File: config.mk
export PLATFORM = sky130hd
export DESIGN_NAME = mult_arbiter
export DESIGN_NICKNAME = d
export VERILOG_FILES = /design/src/rtl/mult_arbiter.sv
export SDC_FILE = /design/constraint.sdc
export NUM_CORES = 1
export LEC_CHECK = 0
export ABC_AREA = 1
export BUFFER_PORTS_ARGS = -buffer_cell sky130_fd_sc_hd__buf_2
export CORE_MARGIN = 2
export CORE_UTILIZATION = 40
export CTS_CLUSTER_SIZE = 16
export DETAILED_ROUTE_END_ITERATION = 8
export PLACE_DENSITY = 0.69
export SYNTH_ARGS = -nofsm -noshare
export SYNTH_HDL_FRONTEND = slang
export SYNTH_SLANG_ARGS = --single-unit
File: constraint.sdc
create_clock -name clk -period 3.4 [get_ports clk]
set_input_delay 0.17 -clock clk [delete_from_list [all_inputs] [get_ports clk]]
set_output_delay 0.17 -clock clk [all_outputs]
set_load 0.05 [all_outputs]
File: src/rtl/mult_arbiter.sv
// Round-robin arbiter that shares one sequential multiplier among N requesters,
// with a watchdog that aborts and returns an error response if done never arrives.
module mult_arbiter #(
    parameter int N       = 4,
    parameter int W       = 8,
    parameter int TIMEOUT = 64
) (
    input  logic             clk,
    input  logic             rst,
    input  logic [N-1:0]     req_valid,
    input  logic [N*W-1:0]   req_a,
    input  logic [N*W-1:0]   req_b,
    output logic [N-1:0]     req_ready,
    output logic [N-1:0]     rsp_valid,
    output logic [2*W-1:0]   rsp_p,
    output logic             rsp_err,
    output logic             mul_st,
    output logic [W-1:0]     mul_a,
    output logic [W-1:0]     mul_b,
    input  logic             mul_idle,
    input  logic             mul_done,
    input  logic [2*W-1:0]   mul_p
);

    localparam int IW = (N > 1) ? $clog2(N) : 1;
    localparam int CW = $clog2(TIMEOUT + 1);

    typedef enum logic [1:0] {IDLE, START, WAIT, RESP} state_t;

    state_t          state, state_nx;
    logic [IW-1:0]   rr_ptr;
    logic [IW-1:0]   owner;
    logic [IW-1:0]   grant;
    logic            grant_any;
    logic [CW-1:0]   wdog;
    logic [2*W-1:0]  prod;
    logic            err;
    logic            wdog_exp;

    function automatic logic [IW-1:0] wrap_idx(input logic [IW-1:0] base, input int k);
        int s;
        s = int'(base) + k;
        if (s >= N) s = s - N;
        return IW'(s);
    endfunction

    assign wdog_exp = (wdog == CW'(TIMEOUT - 1));

    // Scan from the farthest offset down so the first valid index at/after rr_ptr wins.
    always_comb begin
        grant_any = 1'b0;
        grant     = '0;
        for (int k = N - 1; k >= 0; k--) begin
            if (req_valid[wrap_idx(rr_ptr, k)]) begin
                grant_any = 1'b1;
                grant     = wrap_idx(rr_ptr, k);
            end
        end
    end

    always_comb begin
        state_nx  = state;
        req_ready = '0;
        rsp_valid = '0;
        mul_st    = 1'b0;
        case (state)
            IDLE: begin
                if (grant_any) begin
                    req_ready[grant] = 1'b1;
                    state_nx         = START;
                end
            end
            START: begin
                if (mul_idle) begin
                    mul_st   = 1'b1;
                    state_nx = WAIT;
                end
            end
            WAIT: begin
                if (mul_done || wdog_exp) state_nx = RESP;
            end
            RESP: begin
                rsp_valid[owner] = 1'b1;
                state_nx         = IDLE;
            end
            default: state_nx = IDLE;
        endcase
    end

    // Response data is gated so the bus reads zero outside the strobe cycle.
    assign rsp_p   = (state == RESP) ? prod : '0;
    assign rsp_err = (state == RESP) & err;

    always_ff @(posedge clk or posedge rst) begin
        if (rst) begin
            state  <= IDLE;
            rr_ptr <= '0;
            owner  <= '0;
            mul_a  <= '0;
            mul_b  <= '0;
            wdog   <= '0;
            prod   <= '0;
            err    <= 1'b0;
        end else begin
            state <= state_nx;
            case (state)
                IDLE: begin
                    if (grant_any) begin
                        owner <= grant;
                        mul_a <= req_a[grant*W +: W];
                        mul_b <= req_b[grant*W +: W];
                    end
                end
                START: begin
                    if (mul_idle) wdog <= '0;
                end
                WAIT: begin
                    wdog <= wdog + CW'(1);
                    // A done arriving on the timeout cycle still counts as success.
                    if (mul_done) begin
                        prod <= mul_p;
                        err  <= 1'b0;
                    end else if (wdog_exp) begin
                        prod <= '0;
                        err  <= 1'b1;
                    end
                end
                RESP: begin
                    rr_ptr <= (owner == IW'(N - 1)) ? '0 : owner + IW'(1);
                end
                default: ;
            endcase
        end
    end

endmodule
==> metrics.md, run 1 <==
| Metric | Value |
|---|---|
| Status | completed |
| Tcrit/Tclk final | 0.810 |
| PwrDens | 1040 mW/mm^2 |
| Initial antenna violation count | 0 |
| CP max FO | 36 |
| Port Buffers | roughly 130 |
| Ys async rst share | 1.00 |
| CP max stage cell | dfrtp_1 |
| Most common cell in the netlist | nand2_1 |
| Worst skew pair latency | 0.30 ns |
| Buffer and inverter count on the worst path | 4 |
| Max cap viols | 0 |
| Most used cell, CP | nand2_1 |
| Max frequency | between 300 and 400 MHz |
| Final hold slack | 0.0706 ns |
| Slowest stage delay, CP | 0.54 ns |
| Total GRT Usage | 0.194 |
| Setup TNS | 0 ns |
| Slew of the pin with the lowest slew margin | ~0.96 ns |
| Die Width | a little over 90 um |
| Synth Flop Type | dfrtp_1 |
| CTS tree | yes |
| DR pass1 iterations | 4 |
| Top-area cell type share of the netlist area | 0.374 |
| Worst-path clk slew | about 0.090 ns |
| Synthesized area per cell | between 6 and 7 sq um |
| Max Transition Viols Final | 0 |
| Synth cell count leaders | nand2_1 (180), nand3_1 (74), inv_1 (62) |
| Fin util | 0.523 |
| Final ANT Viol Nets | 0 |
| Layout cell share with drive strength beyond 1 | 0.267 |
| Hold bufs inserted after CTS | 0 |
| Setup bufs post-CTS | 0 |
| Routed via count | ~3200 |
| Final WL | 7820 um |
| Minimum clock period | ~2.8 ns |
| Worst EP arrival | ~2.6 ns |
| DRC | 0 |
| Detailed Route Iter0 Violations | around 130 |
| Hold WC Path Type | in -> reg |
| Synth Register Bits | 46 |
| Routed wire per std cell | 11.6 um |
| WP data required | roughly 3.2 ns |
| Core ar. | around 0.0073 sq mm |
| Fin area | about 0.0038 sq mm |
| Post-DP Area | 0.00374 sq mm |
| P_leak | roughly 0.0024 uW |
| CP Class | reg -> out |
| Vias in the first global route | slightly above 3000 |
| Synth unique cells | 28 |
| ANT cells | 0 |
| Number of vias per cell | around 4.7 |
| Global placer's final weighted congestion | about 0.84 |
| Num rows | 31 |
| Crit. End Element | primary output |
| Largest net degree at the start of global routing | 47 |
| Worst IR drop on VDD | around 730 uV |
| Post-CTS Resized | 0 |
| Synth Cell Area | ~0.0031 sq mm |
| Worst path top cell family by delay | simple AND/OR/NAND/NOR gates |
| Post-synth EDFFs | 0 |
| Dominant cell type by area after synthesis | dfrtp_1 |
| CP cell instances | nand2_1 > nand3_2 > nand2_1 > inv_2 > nand2_1 > nand3_2 > buf_4 > nand2_4 > inv_1 > nand2_1 > nor2_1 > buf_2 |
| Final HPWL DP | slightly below 6000 um |
| First-pass GRT wire length | 13400 um |
| Mapped Cells | roughly 450 |
| Yosys warns | 0 |
| Fin nets | 670 |
| Die height | 91.7 um |
| Rel. slew slack | 0.360 |
| CTS max path bufs | 2 |
| Starting Density | 0.420 |
| H-tree Lvls | 2 |
| Area contributors post-synth | dfrtp_1 (37%), nand2_1 (22%), nand3_1 (12%), inv_1 (7.6%), nand3b_1 (3.9%) |
| GRT overflow | 0 |
| Register area share after synthesis | 0.374 |
| Clk sink count | between 40 and 50 |
| Unrepaired setup endpoints after global routing | no |
| Layout area overhead | 24.6% |
| Worst Skew | a little over 0.007 ns |
| Endpoints failing setup | 0 |
| Mapped Nets | 551 |
| Number of buffers created by CTS | 5 |
| Die area | about 0.0084 sq mm |
| Hold Vio Cnt, Final | 0 |
| Setup crit start kind | flop |
| Io pins | 130 |
| Root buf cell | clkbuf_8 |
routing by layer:
layer  global-route usage  vias to the layer above  wire length, um
met1                0.246                     1410             3490
li1                     -                     1647                -
met5                    0                        -                0
met2                0.333                      126             3710
met3               0.0394                        4              567
met4               0.0568                        0               44
worst register-to-register path, stage by stage, from the launching register on:
cell and delay, ns:
dfrtp_1 0.54, nand2_1 0.15, nand3_2 0.14, nand2_1 0.07, inv_2 0.09, nand2_1 0.07
nand3_2 0.07, buf_4 0.32, nand2_4 0.29, nand2_1 0.15, nand2_1 0.08, nand3_1 0.08
nand3_1 0.07
flip-flops by register name, summed over array words and instances (netlist names):
signal and flops:
err 1, rr_ptr 2, state 2, wdog 7, mul_a 8, owner 2
prod 16, mul_b 8
per-stage QoR:
| step | power, uW | setup slack [ns] | cells |
|---|---|---|---|
| finish | 3990 | 0.646 | 673 |
| global route | 4390 | 0.393 | 673 |
| CTS | 4040 | 0.603 | 673 |
| detailed placement | 3680 | 0.935 | 665 |
| global placement | 3610 | 1.07 | 665 |
| floorplan | 3180 | 1.15 | 454 |
cell type report:
class	count	area (sq um)
fill	738	3500
multi-input combinational	321	1540
sequential	46	1150
timing repair buffer	132	668
inverter	67	256
tap	99	124
clock buffer	7	86.3
clock inverter	1	5.00
kinds of logic (layout without fill, tap and decap cells):
kind of cell             Yosys count  count (layout)  share of synthesized area
AO/OA/AOI/OAI                     19              19                     0.0427
AND/OR/NAND/NOR                  293             293                      0.422
buffers and inverters             87             207                      0.124
flip-flops                        46              46                      0.374
adder cells (fa/ha/maj)            9               9                     0.0366
layout by cell type (no fill, tap or decap), types with 2 or more instances in the layout:
cell type and n:
nand3_1 74, buf_4 3, a21oi_1 7, ha_1 9, inv_4 2, nand2_4 2, inv_2 3, nand2_1 180
nand3b_1 16, nand3_2 3, dfrtp_1 46, nor2_1 13, o22ai_1 4, buf_2 129, clkbuf_8 6, inv_1 61
o21ai_0 3, nand4_1 2
where the power goes:
part	switching [uW]	internal (uW)
Combinational	1950	731
Sequential	169	805
Clock	178	164
final timing paths:
path / slack (ns) / depth (start not counted) / start / endpoint
worst max register to register: 1.18 / 12 / rr_ptr[0] / mul_b[7]
worst min-delay path: 0.07 / 3 / mul_p[15] / prod[15]
max in group asynchronous: 2.71 / 2 / rst / prod[10]
min in group asynchronous: 0.08 / 2 / rst / prod[12]
worst max-delay path: 0.65 / 12 / rr_ptr[0] / req_ready[2]
worst min register to register: 0.48 / 2 / prod[5] / prod[5]
Power figures use the tool's default switching activity.
==> run 2, diff against run 1 <==
--- a/config.mk
+++ b/config.mk
@@ -5,13 +5,13 @@
 export SDC_FILE = /design/constraint.sdc
 export NUM_CORES = 1
 export LEC_CHECK = 0
-export ABC_AREA = 1
+export ABC_AREA = 0
 export BUFFER_PORTS_ARGS = -buffer_cell sky130_fd_sc_hd__buf_2
 export CORE_MARGIN = 2
 export CORE_UTILIZATION = 40
 export CTS_CLUSTER_SIZE = 16
 export DETAILED_ROUTE_END_ITERATION = 8
-export PLACE_DENSITY = 0.69
+export PLACE_DENSITY = 0.72
 export SYNTH_ARGS = -nofsm -noshare
 export SYNTH_HDL_FRONTEND = slang
 export SYNTH_SLANG_ARGS = --single-unit
==> constraint.sdc (replaced) <==
create_clock -name clk -period 2.8 [get_ports clk]
set_input_delay 0.14 -clock clk [delete_from_list [all_inputs] [get_ports clk]]
set_output_delay 0.14 -clock clk [all_outputs]
set_load 0.05 [all_outputs]
==> metrics.md, run 2 <==
| Metric | Value |
|---|---|
| Crit. End Element | primary output |
| Setup bufs post-CTS | 0 |
| Post-route insts no fill | ~430 |
| Ys async rst share | 1.00 |
| Sequential share of power | 0.301 |
| CP max FO | 17 |
| Num rows | 29 |
| Most common cell after layout, fill and taps aside | buf_2 |
| Status | completed |
| Slew of the pin with the lowest slew margin | 1.18 ns |
| FF-to-FF Start | state[0] |
| Most common cell in the netlist | dfrtp_1 |
| Rel. slew slack | 0.207 |
| Worst Skew | ~0.0072 ns |
| Area contributors post-synth | dfrtp_1 (45%), a221o_1 (12%), and2_1 (7.1%), a22o_1 (6.6%), ha_1 (4.4%) |
| Reg2Reg Depth | 7 |
| Register area share after synthesis | 0.453 |
| Synth Flop Type | dfrtp_1 |
| Final WL | approximately 7000 um |
| Tcrit/Tclk final | 0.873 |
| Final ANT Viol Nets | 0 |
| Unrepaired setup endpoints after global routing | no |
| Detailed Route Iter0 Violations | about 140 |
| Most flops, register | prod |
| Layout area overhead | 29.7% |
| Net Sw Power | 1890 uW |
| DR pass1 iterations | 4 |
| Worst skew pair latency | about 0.3 ns |
| Clk pwr share | 0.108 |
| Number of buffers created by CTS | 5 |
| Total GRT Usage | 0.191 |
| Fill cell count | approximately 590 |
| Setup crit start kind | flop |
| Vias in the first global route | roughly 2300 |
| Number of vias per cell | roughly 5.5 |
| Root buf cell | clkbuf_8 |
| Max frequency | 409 MHz |
| Hold Vio Cnt, Final | 0 |
| Synth Register Bits | 46 |
| Routed via count | 2360 |
| Buffer and inverter count on the worst path | 2 |
| Minimum clock period | around 2.4 ns |
| Worst R2R Setup Slack | around 0.55 ns |
| Hold bufs inserted after CTS | 0 |
| Mapped Cells | roughly 230 |
| Worst IR drop on VDD | 706 uV |
| Worst EP arrival | 2.30 ns |
| Largest net degree at the start of global routing | 47 |
| Worst-path clk slew | around 0.090 ns |
| First-pass GRT wire length | about 11000 um |
| Starting Density | 0.407 |
| Worst path top cell family by delay | compound AO/OA/AOI/OAI gates |
| Post-synth EDFFs | 0 |
| CTS tree | yes |
| Die Width | 83.7 um |
| HP Start | mul_p[13] |
| Initial antenna violation count | 0 |
| Internal power | around 2000 uW |
| Synth cell count leaders | dfrtp_1 (46), a221o_1 (30), and2_1 (29) |
| Synthesized area per cell | 11.0 sq um |
| Max cap viols | 0 |
| Placed cell count | between 400 and 500 |
| CP max stage cell | a22o_1 |
| Post-CTS Resized | 0 |
| Mapped Nets | about 330 |
| Top-area cell type share of the netlist area | 0.453 |
| Final HPWL DP | ~4900 um |
| ANT cells | 0 |
| WP data required | between 2 and 3 ns |
| Routed wire per std cell | approximately 16 um |
| Die area | approximately 0.007 sq mm |
| Core ar. | between 0.006 and 0.007 sq mm |
| Combinational share of power | 0.591 |
| CP cell instances | inv_1 > ha_1 > nand2_1 > nor2_1 > a22o_1 > buf_2 |
| Synth unique cells | 40 |
| CTS max path bufs | 2 |
| Largest register FFs | 16 |
| Commonest non-fill, non-tap cells in the layout | buf_2 (129), dfrtp_1 (46), a221o_1 (30) |
| Max Transition Viols Final | 0 |
| Clk sink count | between 40 and 50 |
| Hold EP | prod[13] |
| Largest registers | prod x16, mul_a x8, mul_b x8 |
| Die height | about 84 um |
| PwrDens | 1170 mW/mm^2 |
| Port Buffers | ~130 |
| Final hold slack | approximately 0.043 ns |
| Hold WC Path Type | in -> reg |
| H-tree Lvls | 2 |
| Dominant cell type by area after synthesis | dfrtp_1 |
| Endpoints failing setup | 0 |
| Net Sw Frac | 0.489 |
| R2r endpoint | mul_b[5] |
| Io pins | 130 |
| CP Class | reg -> out |
| Fin nets | approximately 450 |
| Hold path depth | 2 |
| Setup TNS | 0 ns |
| Layout cell share with drive strength beyond 1 | 0.427 |
| GRT overflow | 0 |
| Global placer's final weighted congestion | 0.783 |
| Slowest stage delay, CP | ~0.6 ns |
| DRC | 0 |
| Yosys warns | 0 |
| Synth Cell Area | 0.00254 sq mm |
| P_leak | ~0.0017 uW |
==> run 2: through the flow <==
stage | util | area (sq um) | power (uW) | setup slack (ns)
floorplan | - | 2540 | 2980 | 0.759
global route | 0.528 | 3290 | 4120 | 0.160
finish | 0.528 | 3290 | 3870 | 0.355
detailed placement | 0.513 | 3200 | 3460 | 0.571
global placement | 0.513 | 3200 | 3410 | 0.655
CTS | 0.528 | 3290 | 3890 | 0.375
==> run 2: per-layer routing <==
metal | up-vias | global-route usage | wire length (um)
met2 | 70 | 0.315 | 3330
met3 | 13 | 0.0366 | 339
met4 | 0 | 0.0909 | 138
li1 | 1111 | - | -
met5 | - | 0 | 0
met1 | 1166 | 0.240 | 3010
==> run 2: worst max-delay path by stage <==
stage	start	to	slack [ns]	depth (start not counted)
global route	state[0]	req_ready[2]	0.16	6
detailed placement	state[0]	mul_b[5]	0.57	7
finish	state[0]	req_ready[2]	0.36	6
floorplan	state[0]	mul_a[0]	0.76	9
CTS	state[0]	req_ready[2]	0.38	6
global placement	state[0]	mul_b[5]	0.66	7
==> run 2: power groups by stage <==
stage	sequential, uW	clock (uW)	combinational [uW]
after global placement	1170	0	2240
after floorplan	1510	0	1470
after detailed placement	1170	0	2290
after global routing	1210	451	2470
final	1170	418	2290
after CTS	1170	429	2300
==> run 2: area by class of cell <==
class	count	area, sq um	share of cell area
Multi-Input combinational cell	162	1260	0.382
Sequential cell	46	1150	0.350
Timing Repair Buffer	132	668	0.203
Tap cell	77	96.3	0.0293
Clock buffer	5	68.8	0.0209
Inverter	8	30.0	0.00912
Clock inverter	3	21.3	0.00646
==> run 2: cell families after synthesis <==
logic type	after synthesis	share of synthesized area
simple gates	74	0.175
buf+inv	23	0.0517
flops	46	0.453
fa+ha+maj	9	0.0443
compound gates	72	0.248
mux	5	0.0212
xor+xnor	2	0.00690
==> run 2: worst register-to-register path: stages, from the launching register on <==
cell,delay [ns]
dfrtp_1,0.40
inv_1,0.09
ha_1,0.28
nand2_1,0.12
nor2_1,0.04
a22o_1,0.47
a221o_2,0.48
a221o_1,0.26
